`config.mk`:
```
export PLATFORM = sky130hd
export DESIGN_NAME = uart_rx
export DESIGN_NICKNAME = d
export VERILOG_FILES = /design/src/rtl/uart_rx.sv
export SDC_FILE = /design/constraint.sdc
export NUM_CORES = 1
export LEC_CHECK = 0
export BUFFER_PORTS_ARGS = -buffer_cell sky130_fd_sc_hd__clkbuf_2
export CORE_MARGIN = 3
export CORE_UTILIZATION = 40
export CTS_CLUSTER_DIAMETER = 50
export DETAILED_ROUTE_END_ITERATION = 12
export GPL_TIMING_DRIVEN = 0
export SYNTH_ARGS = -nofsm -noshare
export SYNTH_HDL_FRONTEND = slang
export SYNTH_SLANG_ARGS = --single-unit
```
`constraint.sdc`:
```
create_clock -name i_clk -period 1.7 [get_ports i_clk]
set_input_delay 0.34 -clock i_clk [delete_from_list [all_inputs] [get_ports i_clk]]
set_output_delay 0.34 -clock i_clk [all_outputs]
set_load 0.02 [all_outputs]
```
`src/rtl/uart_rx.sv`:
```
// UART receiver: 2-flop synchronized serial input, mid-bit sampling,
// optional even/odd parity check and stop-bit (framing) check.
// A completed frame is reported with a one-cycle o_valid pulse; data and
// error flags hold until the next frame completes.
module uart_rx #(
  parameter int CLKS_PER_BIT = 16,
  parameter int DATA_BITS    = 8,
  parameter int PARITY_EN    = 1,
  parameter int PARITY_ODD   = 0
) (
  input  logic                 i_clk,
  input  logic                 i_reset,
  input  logic                 i_rx,
  output logic [DATA_BITS-1:0] o_data,
  output logic                 o_valid,
  output logic                 o_parity_err,
  output logic                 o_frame_err,
  output logic                 o_busy
);

  localparam int CW = $clog2(CLKS_PER_BIT);
  localparam logic [CW-1:0] FULL_LAST = CW'(CLKS_PER_BIT - 1);
  localparam logic [CW-1:0] HALF_LAST = CW'(CLKS_PER_BIT / 2 - 1);
  localparam logic [2:0]    IDX_LAST  = 3'(DATA_BITS - 1);
  localparam logic          HAS_PAR   = (PARITY_EN != 0);
  localparam logic          ODD_PAR   = (PARITY_ODD != 0);

  typedef enum logic [2:0] {
    IDLE,
    START,
    DATA,
    PARITY,
    STOP
  } state_t;

  state_t               state_reg, state_next;
  logic [CW-1:0]        cnt_reg, cnt_next;
  logic [2:0]           idx_reg, idx_next;
  logic [DATA_BITS-1:0] shift_reg, shift_next;
  logic                 perr_reg, perr_next;
  logic                 deliver;

  logic rx_meta, rx_sync, rx_prev;
  logic rx_fall;

  // Synchronizer plus one history flop for start-edge detection; resets to
  // the idle (high) level so a fresh falling edge is needed after reset.
  always_ff @(posedge i_clk or posedge i_reset) begin
    if (i_reset) begin
      rx_meta <= 1'b1;
      rx_sync <= 1'b1;
      rx_prev <= 1'b1;
    end else begin
      rx_meta <= i_rx;
      rx_sync <= rx_meta;
      rx_prev <= rx_sync;
    end
  end

  // A start edge needs the line to have been seen high first, which also
  // keeps a held-low break from retriggering a frame.
  assign rx_fall = rx_prev & ~rx_sync;

  // FSM and datapath state registers.
  always_ff @(posedge i_clk or posedge i_reset) begin
    if (i_reset) begin
      state_reg <= IDLE;
      cnt_reg   <= '0;
      idx_reg   <= '0;
      shift_reg <= '0;
      perr_reg  <= 1'b0;
    end else begin
      state_reg <= state_next;
      cnt_reg   <= cnt_next;
      idx_reg   <= idx_next;
      shift_reg <= shift_next;
      perr_reg  <= perr_next;
    end
  end

  // Next-state logic: one bit-timing counter drives every mid-bit sample;
  // line activity between scheduled samples is ignored.
  always_comb begin
    state_next = state_reg;
    cnt_next   = cnt_reg + CW'(1);
    idx_next   = idx_reg;
    shift_next = shift_reg;
    perr_next  = perr_reg;
    deliver    = 1'b0;

    case (state_reg)
      IDLE: begin
        cnt_next = '0;
        if (rx_fall) begin
          state_next = START;
          idx_next   = '0;
          perr_next  = 1'b0;
        end
      end

      START: begin
        if (cnt_reg == HALF_LAST) begin
          cnt_next   = '0;
          // A start bit that is high again at mid-bit was only a glitch.
          state_next = rx_sync ? IDLE : DATA;
        end
      end

      DATA: begin
        if (cnt_reg == FULL_LAST) begin
          cnt_next   = '0;
          shift_next = {rx_sync, shift_reg[DATA_BITS-1:1]};
          if (idx_reg == IDX_LAST) begin
            idx_next   = '0;
            state_next = HAS_PAR ? PARITY : STOP;
          end else begin
            idx_next = idx_reg + 3'd1;
          end
        end
      end

      PARITY: begin
        if (cnt_reg == FULL_LAST) begin
          cnt_next   = '0;
          perr_next  = (^shift_reg) ^ rx_sync ^ ODD_PAR;
          state_next = STOP;
        end
      end

      STOP: begin
        if (cnt_reg == FULL_LAST) begin
          // Returning to IDLE right away lets a back-to-back start edge
          // be caught in the very next cycle.
          cnt_next   = '0;
          deliver    = 1'b1;
          state_next = IDLE;
        end
      end

      default: begin
        state_next = IDLE;
        cnt_next   = '0;
      end
    endcase
  end

  // Output registers: loaded only when a frame completes, held otherwise.
  always_ff @(posedge i_clk or posedge i_reset) begin
    if (i_reset) begin
      o_data       <= '0;
      o_valid      <= 1'b0;
      o_parity_err <= 1'b0;
      o_frame_err  <= 1'b0;
    end else begin
      o_valid <= deliver;
      if (deliver) begin
        o_data       <= shift_reg;
        o_frame_err  <= ~rx_sync;
        o_parity_err <= HAS_PAR & perr_reg;
      end
    end
  end

  assign o_busy = (state_reg != IDLE);

endmodule

```
# Word level (Yosys, flattened, before mapping)
# Cells that the tools add are included.
dict set report op_classes {
  addsub 2
  bitwise 3
  reduce_logical 10
  mux 20
  n_eq_ne 13
}
# operator count
set op_table {}
lappend op_table {{$mux W3} 9}
lappend op_table {{$pmux W3 S5} 1}
lappend op_table {{$ne A2 B2 Y1 const B} 6}
lappend op_table {{$mux W4} 2}
lappend op_table {{$pmux W4 S2} 1}
lappend op_table {{$reduce_xor A8 Y1} 1}
lappend op_table {{$eq A3 B2 Y1 const B} 2}
lappend op_table {{$eq A3 B3 Y1 const B} 2}
lappend op_table {{$pmux W3 S2} 1}
lappend op_table {{$reduce_and A3 Y1} 2}
lappend op_table {{$reduce_and A6 Y1} 1}
lappend op_table {{$add A4 B1 Y4 const B} 1}
lappend op_table {{$eq A4 B3 Y1 const B} 1}
lappend op_table {{$eq A4 B4 Y1 const B} 1}
lappend op_table {{$mux W1} 4}
lappend op_table {{$reduce_bool A2 Y1} 2}
lappend op_table {{$add A3 B1 Y3 const B} 1}
lappend op_table {{$eq A3 B1 Y1 const B} 1}
lappend op_table {{$logic_not A3 Y1} 1}
lappend op_table {{$reduce_bool A3 Y1} 1}
lappend op_table {{$reduce_or A3 Y1} 1}
lappend op_table {{$mux W2} 1}
lappend op_table {{$pmux W1 S2} 1}
lappend op_table {{$reduce_and A2 Y1} 1}
lappend op_table {{other kinds (3)} 3}
dict set report totals {
  wordCells 60
  out_inout_bits 12
  inputBits 3
  regBits 33
}

# Depth between registers and ports, before layout
dict set report logic_depth {
  word_depth 4
  depth_mapped 6
  mapped_depth_nobuf 5
}

# Worst setup path before layout
# No wires, ideal clock.
dict set report synth_timing {
  path_type {register to register}
  from {reg state_reg[0]}
  to {reg idx_reg[0]}
  n_path_buf 1
  path_stages_with_launch 6
  setup_slack_ns -0.158
  required_ns 1.575
  arrival_time_ns 1.733
  period_less_slack_ns 1.858
  setup_ns 0.125
  cell_sequence {dfrtp_1 -> buf_6 -> or3_4 -> or3b_1 -> nand2b_2 -> mux2_2}
}
dict set report synth_via {
  elab_chain_cells 3
  word_cells_on_any_way 7
  classes_between {eq/ne: 3; mux: 1; reduce/logical: 3}
}
# element line
set synth_rtl {}
lappend synth_rtl {{from (decl)} 36} ;# state_t state_reg, state_next;
lappend synth_rtl {{from (signal assigned)} 73} ;# state_reg <= state_next;
lappend synth_rtl {{$eq A3 B2 Y1 or $logic_not A3 Y1 (tied branches)} 91} ;# case (state_reg)
lappend synth_rtl {{$ne A2 B2 Y1 (no source line) or $reduce_bool A2 Y1 (tied branches)} n/a}
lappend synth_rtl {{$reduce_and A3 Y1 (no source line)} n/a}
lappend synth_rtl {{to (signal assigned)} 75} ;# idx_reg <= idx_next;
lappend synth_rtl {{to (decl)} 38} ;# logic [2:0] idx_reg, idx_next;
# Several ways; a longest one is shown, not always the timed one.
# A chain may end at the register's enable or synchronous reset.

# Worst setup path in the final report
dict set report layout_timing {
  from {reg cnt_reg[1]}
  to {reg o_data[5]}
}
dict set report layout_via {
  elab_chain_cells 3
}
# element line
set layout_rtl {}
lappend layout_rtl {{from (decl)} 37} ;# logic [CW-1:0] cnt_reg, cnt_next;
lappend layout_rtl {{from (signal assigned)} 74} ;# cnt_reg <= cnt_next;
lappend layout_rtl {{$eq A4 B4 Y1} 131} ;# if (cnt_reg == FULL_LAST) begin
lappend layout_rtl {{$mux W1} 131}
lappend layout_rtl {{$mux W1} 91}
lappend layout_rtl {{to (signal assigned)} 157} ;# o_data <= shift_reg;
lappend layout_rtl {{to (decl)} 14} ;# output logic [DATA_BITS-1:0] o_data,
# Every way passes these cells.

==> summary.txt <==
Global route
  – Grt met2 use: 22.70%
  – First-pass GRT wire length: approximately 4800 um
  – Routing usage on met3: 6.489%
  – All-Layer GR Usage: 14.83%
  – Initial antenna violation count: 0
  – Grt ovf: 0
  – Global Route met1 Usage: 19.55%
  – Vias in the first global route: 1003
  – Largest net degree at the start of global routing: 34
  – Grt peak-use layer: met2

Logic synthesis
  – Cell count after synthesis: 108
  – Syn_nets: 114
  – Seq/Total Area, Yosys: 55.20%
  – Mapped cell area: 0.001503 mm2
  – Synth warn: 0
  – Mapped Avg Cell Area: 13.91 um2
  – Synthesized flop and latch total: 33
  – Yosys cell types: 34

Drt
  – Remaining DRCs: 0
  – Drt total wl: 2741 um
  – Via count: 927
  – Final antenna-violating net count: 0
  – Drt first pass iters: 4
  – Drt via density: 4.853
  – Wire per inst: ~14 um
  – Initial DRC count: 42

Timing
  – RSZ-0062 raised after global routing: yes
  – Max Slew Vio Count: 0
  – Final hold viol count: 0
  – Final Cycle Share: 104.9%
  – Crit path time final: 1784 ps
  – Layout Skew: 8.655 ps
  – Max Fclk: 560.7 MHz
  – Final setup margin: -83.51 ps
  – Slew HR: 23.53%
  – Worst-margin pin slew: roughly 1100 ps
  – Hold WS: roughly 140 ps
  – Final setup viols: 13

Floorplan
  – Die area: 0.004528 mm2
  – Die extent in x: a little under 70 um
  – Starting density of the core: roughly 43%
  – # IOs: 15
  – Rows: 21
  – Die Height: 67.29 um
  – Core footprint: 0.003468 mm2

CTS
  – Clk Latency, worst-skew pair: 280 ps
  – CTS root buf: clkbuf_8
  – CTS sink count: 33
  – # H-tree levels: 2
  – Max clock buf depth: 2
  – TritonCTS clock tree: built
  – Clk slew on worst S/H paths: 60 ps
  – Post-CTS Hold Buffers: 0
  – Cts bufs inserted: 5

Cells and area
  – P&R area growth vs syn: 28.98%
  – Final nets: 150
  – ANT cells: 0
  – Non-filler instance count after layout: 191
  – Post-layout util: 55.88%
  – Share of layout cells above drive strength 1: 51.72%

Hold path
  – Worst hold path startpoint: i_rx
  – Hold Crit Depth: 1
  – Worst Hold Path EP: rx_meta$_DFF_PP1_
  – Hold WC Path Type: input pin to flop

Critical path
  – Worst Path Arrival: 1940 ps
  – Required time worst endpoint: 1860 ps
  – Reg2Reg Setup Slack: -80 ps
  – RR Startpoint: cnt_reg[1]$_DFF_PP0_
  – FF-to-FF path depth: 5
  – RR Endpoint: o_data[5]$_DFFE_PP0P_
  – Setup CP Type: flop to flop
  – Critical Path End Type: flop
  – Crit-path max FO: 5
  – Nature of the critical path startpoint: flop

Place
  – Gpl congestion: 0.7389
  – Detailed Place HPWL: about 1800 um
  – Port Buf Inserts: 14
  – Post-Place Cells: 168

Power and ir drop
  – Worst VDD drop: 0.0005175 V
  – LEAKAGE: 0.9780 nW
  – Cell Pwr Density: roughly 780 mW/mm2

Outcome
  – Failing checks: setup timing
  – Status: finished, violations left

Job
  – Max_cap viols: 0
## cells by family (layout without fill, tap and decap cells)
family / Yosys count / count (layout) / share of synthesized area, %
flops: 33 / 33 / 55.20
simple gates: 29 / 29 / 12.91
mux: 21 / 21 / 17.49
xor+xnor: 10 / 10 / 6.744
compound gates: 6 / 6 / 2.414
buf+inv: 6 / 43 / 2.748
fa+ha+maj: 3 / 3 / 2.498
## cell type report
class | count | area (um2)
multi-input cells | 69 | 689.4
fillers | 309 | 1530
well taps | 46 | 57.56
plain buffers | 3 | 35.03
clock buffers | 8 | 90.09
repair buffers | 30 | 227.7
inverters | 2 | 7.507
flip-flops and latches | 33 | 830.8
## routing by layer
| layer | part of all wire, % | wire length [um] |
|---|---|---|
| met1 | 47 | 1284 |
| met2 | 49 | 1336 |
| met3 | 4.4 | 120 |
| met4 | 0 | 0 |
| met5 | 0 | 0 |
## stage by stage
| stage | cell area [um2] | total power, mW | setup TNS [ps] | worst slack [ps] |
|---|---|---|---|---|
| 2_1_floorplan | 1549 | 0.8853 | -708.7 | -115.5 |
| 3_3_place_gp | 1677 | 0.9027 | -2678 | -306.7 |
| 3_5_place_dp | 1677 | 0.9056 | -3229 | -341.0 |
| 4_1_cts | 1907 | 1.526 | -1088 | -100.7 |
| 5_1_grt | 1938 | 1.587 | -1598 | -129.1 |
| 6_report | 1938 | 1.515 | -813.9 | -83.51 |
## cells in the mapped netlist
master | count | area [um2]
nand2b_2 | 1 | 8.760
nor3b_1 | 4 | 30.03
nand3b_1 | 1 | 7.510
or3_2 | 1 | 7.510
and2_1 | 2 | 12.51
nand2b_1 | 1 | 6.260
xor2_1 | 4 | 35.03
nor3_2 | 1 | 10.01
xnor2_1 | 5 | 43.79
mux2_4 | 7 | 105.1
a41oi_1 | 1 | 8.760
or3_4 | 1 | 11.26
dfrtp_1 | 30 | 750.7
nand3_2 | 1 | 10.01
o21a_1 | 1 | 7.510
mux2_2 | 14 | 157.7
nor2_1 | 3 | 11.26
nor4b_1 | 1 | 8.760
buf_6 | 2 | 22.52
dfstp_2 | 3 | 78.83
buf_4 | 1 | 7.510
ha_1 | 3 | 37.54
nand3_1 | 3 | 15.01
and3_1 | 1 | 6.260
a21oi_1 | 1 | 5.000
xnor3_1 | 1 | 22.52
or3b_1 | 1 | 8.760
or4b_4 | 1 | 13.76
o21ai_0 | 3 | 15.01
clkbuf_1 | 1 | 3.750
nor3_1 | 1 | 5.000
inv_1 | 2 | 7.510
nor4_1 | 1 | 6.260
nand2_1 | 4 | 15.01
## what timing repair did
action                     CTS  global route
gates cloned                 1             0
gates resized for setup      5            11
pin swaps                    5             5
setup endpoints to repair   18            24
buffers inserted            13             2
## power breakdown
part | switching, mW | total, mW | internal (mW)
clock | 0.264 | 0.594 | 0.330
combinational | 0.0518 | 0.113 | 0.0612
sequential | 0.00911 | 0.808 | 0.799
## how the worst max path moves through the flow
stage | from | endpoint | slack, ps
floorplan | state_reg[1]$_DFFE_PP0P_ | idx_reg[0]$_DFFE_PP0P_ | -120
global placement | cnt_reg[0]$_DFF_PP0_ | idx_reg[2]$_DFFE_PP0P_ | -310
detailed placement | cnt_reg[0]$_DFF_PP0_ | idx_reg[0]$_DFFE_PP0P_ | -340
CTS | state_reg[1]$_DFFE_PP0P_ | idx_reg[0]$_DFFE_PP0P_ | -100
global route | cnt_reg[1]$_DFF_PP0_ | o_data[6]$_DFFE_PP0P_ | -130
finish | cnt_reg[1]$_DFF_PP0_ | o_data[5]$_DFFE_PP0P_ | -80
## layout by cell type, fill, tap and decap left out, types with 2 or more instances in the layout
master	n
clkbuf_8	6
nand3_1	3
dfstp_2	3
nor2_1	2
mux2_2	11
and2_1	2
o21ai_1	2
clkbuf_2	13
buf_4	12
nand2_1	3
clkbuf_1	3
ha_1	2
buf_6	5
mux2_4	10
xnor2_1	5
nor3b_1	4
dfrtp_1	29
xor2_1	4
## worst max-delay path, stage by stage, from the launching register on
cell     delay, ps
dfrtp_1        400
ha_4           170
nand3_4         80
or4b_4         560
buf_12         170
mux2_4         290
No activity file was read; power rests on OpenSTA's default activity.
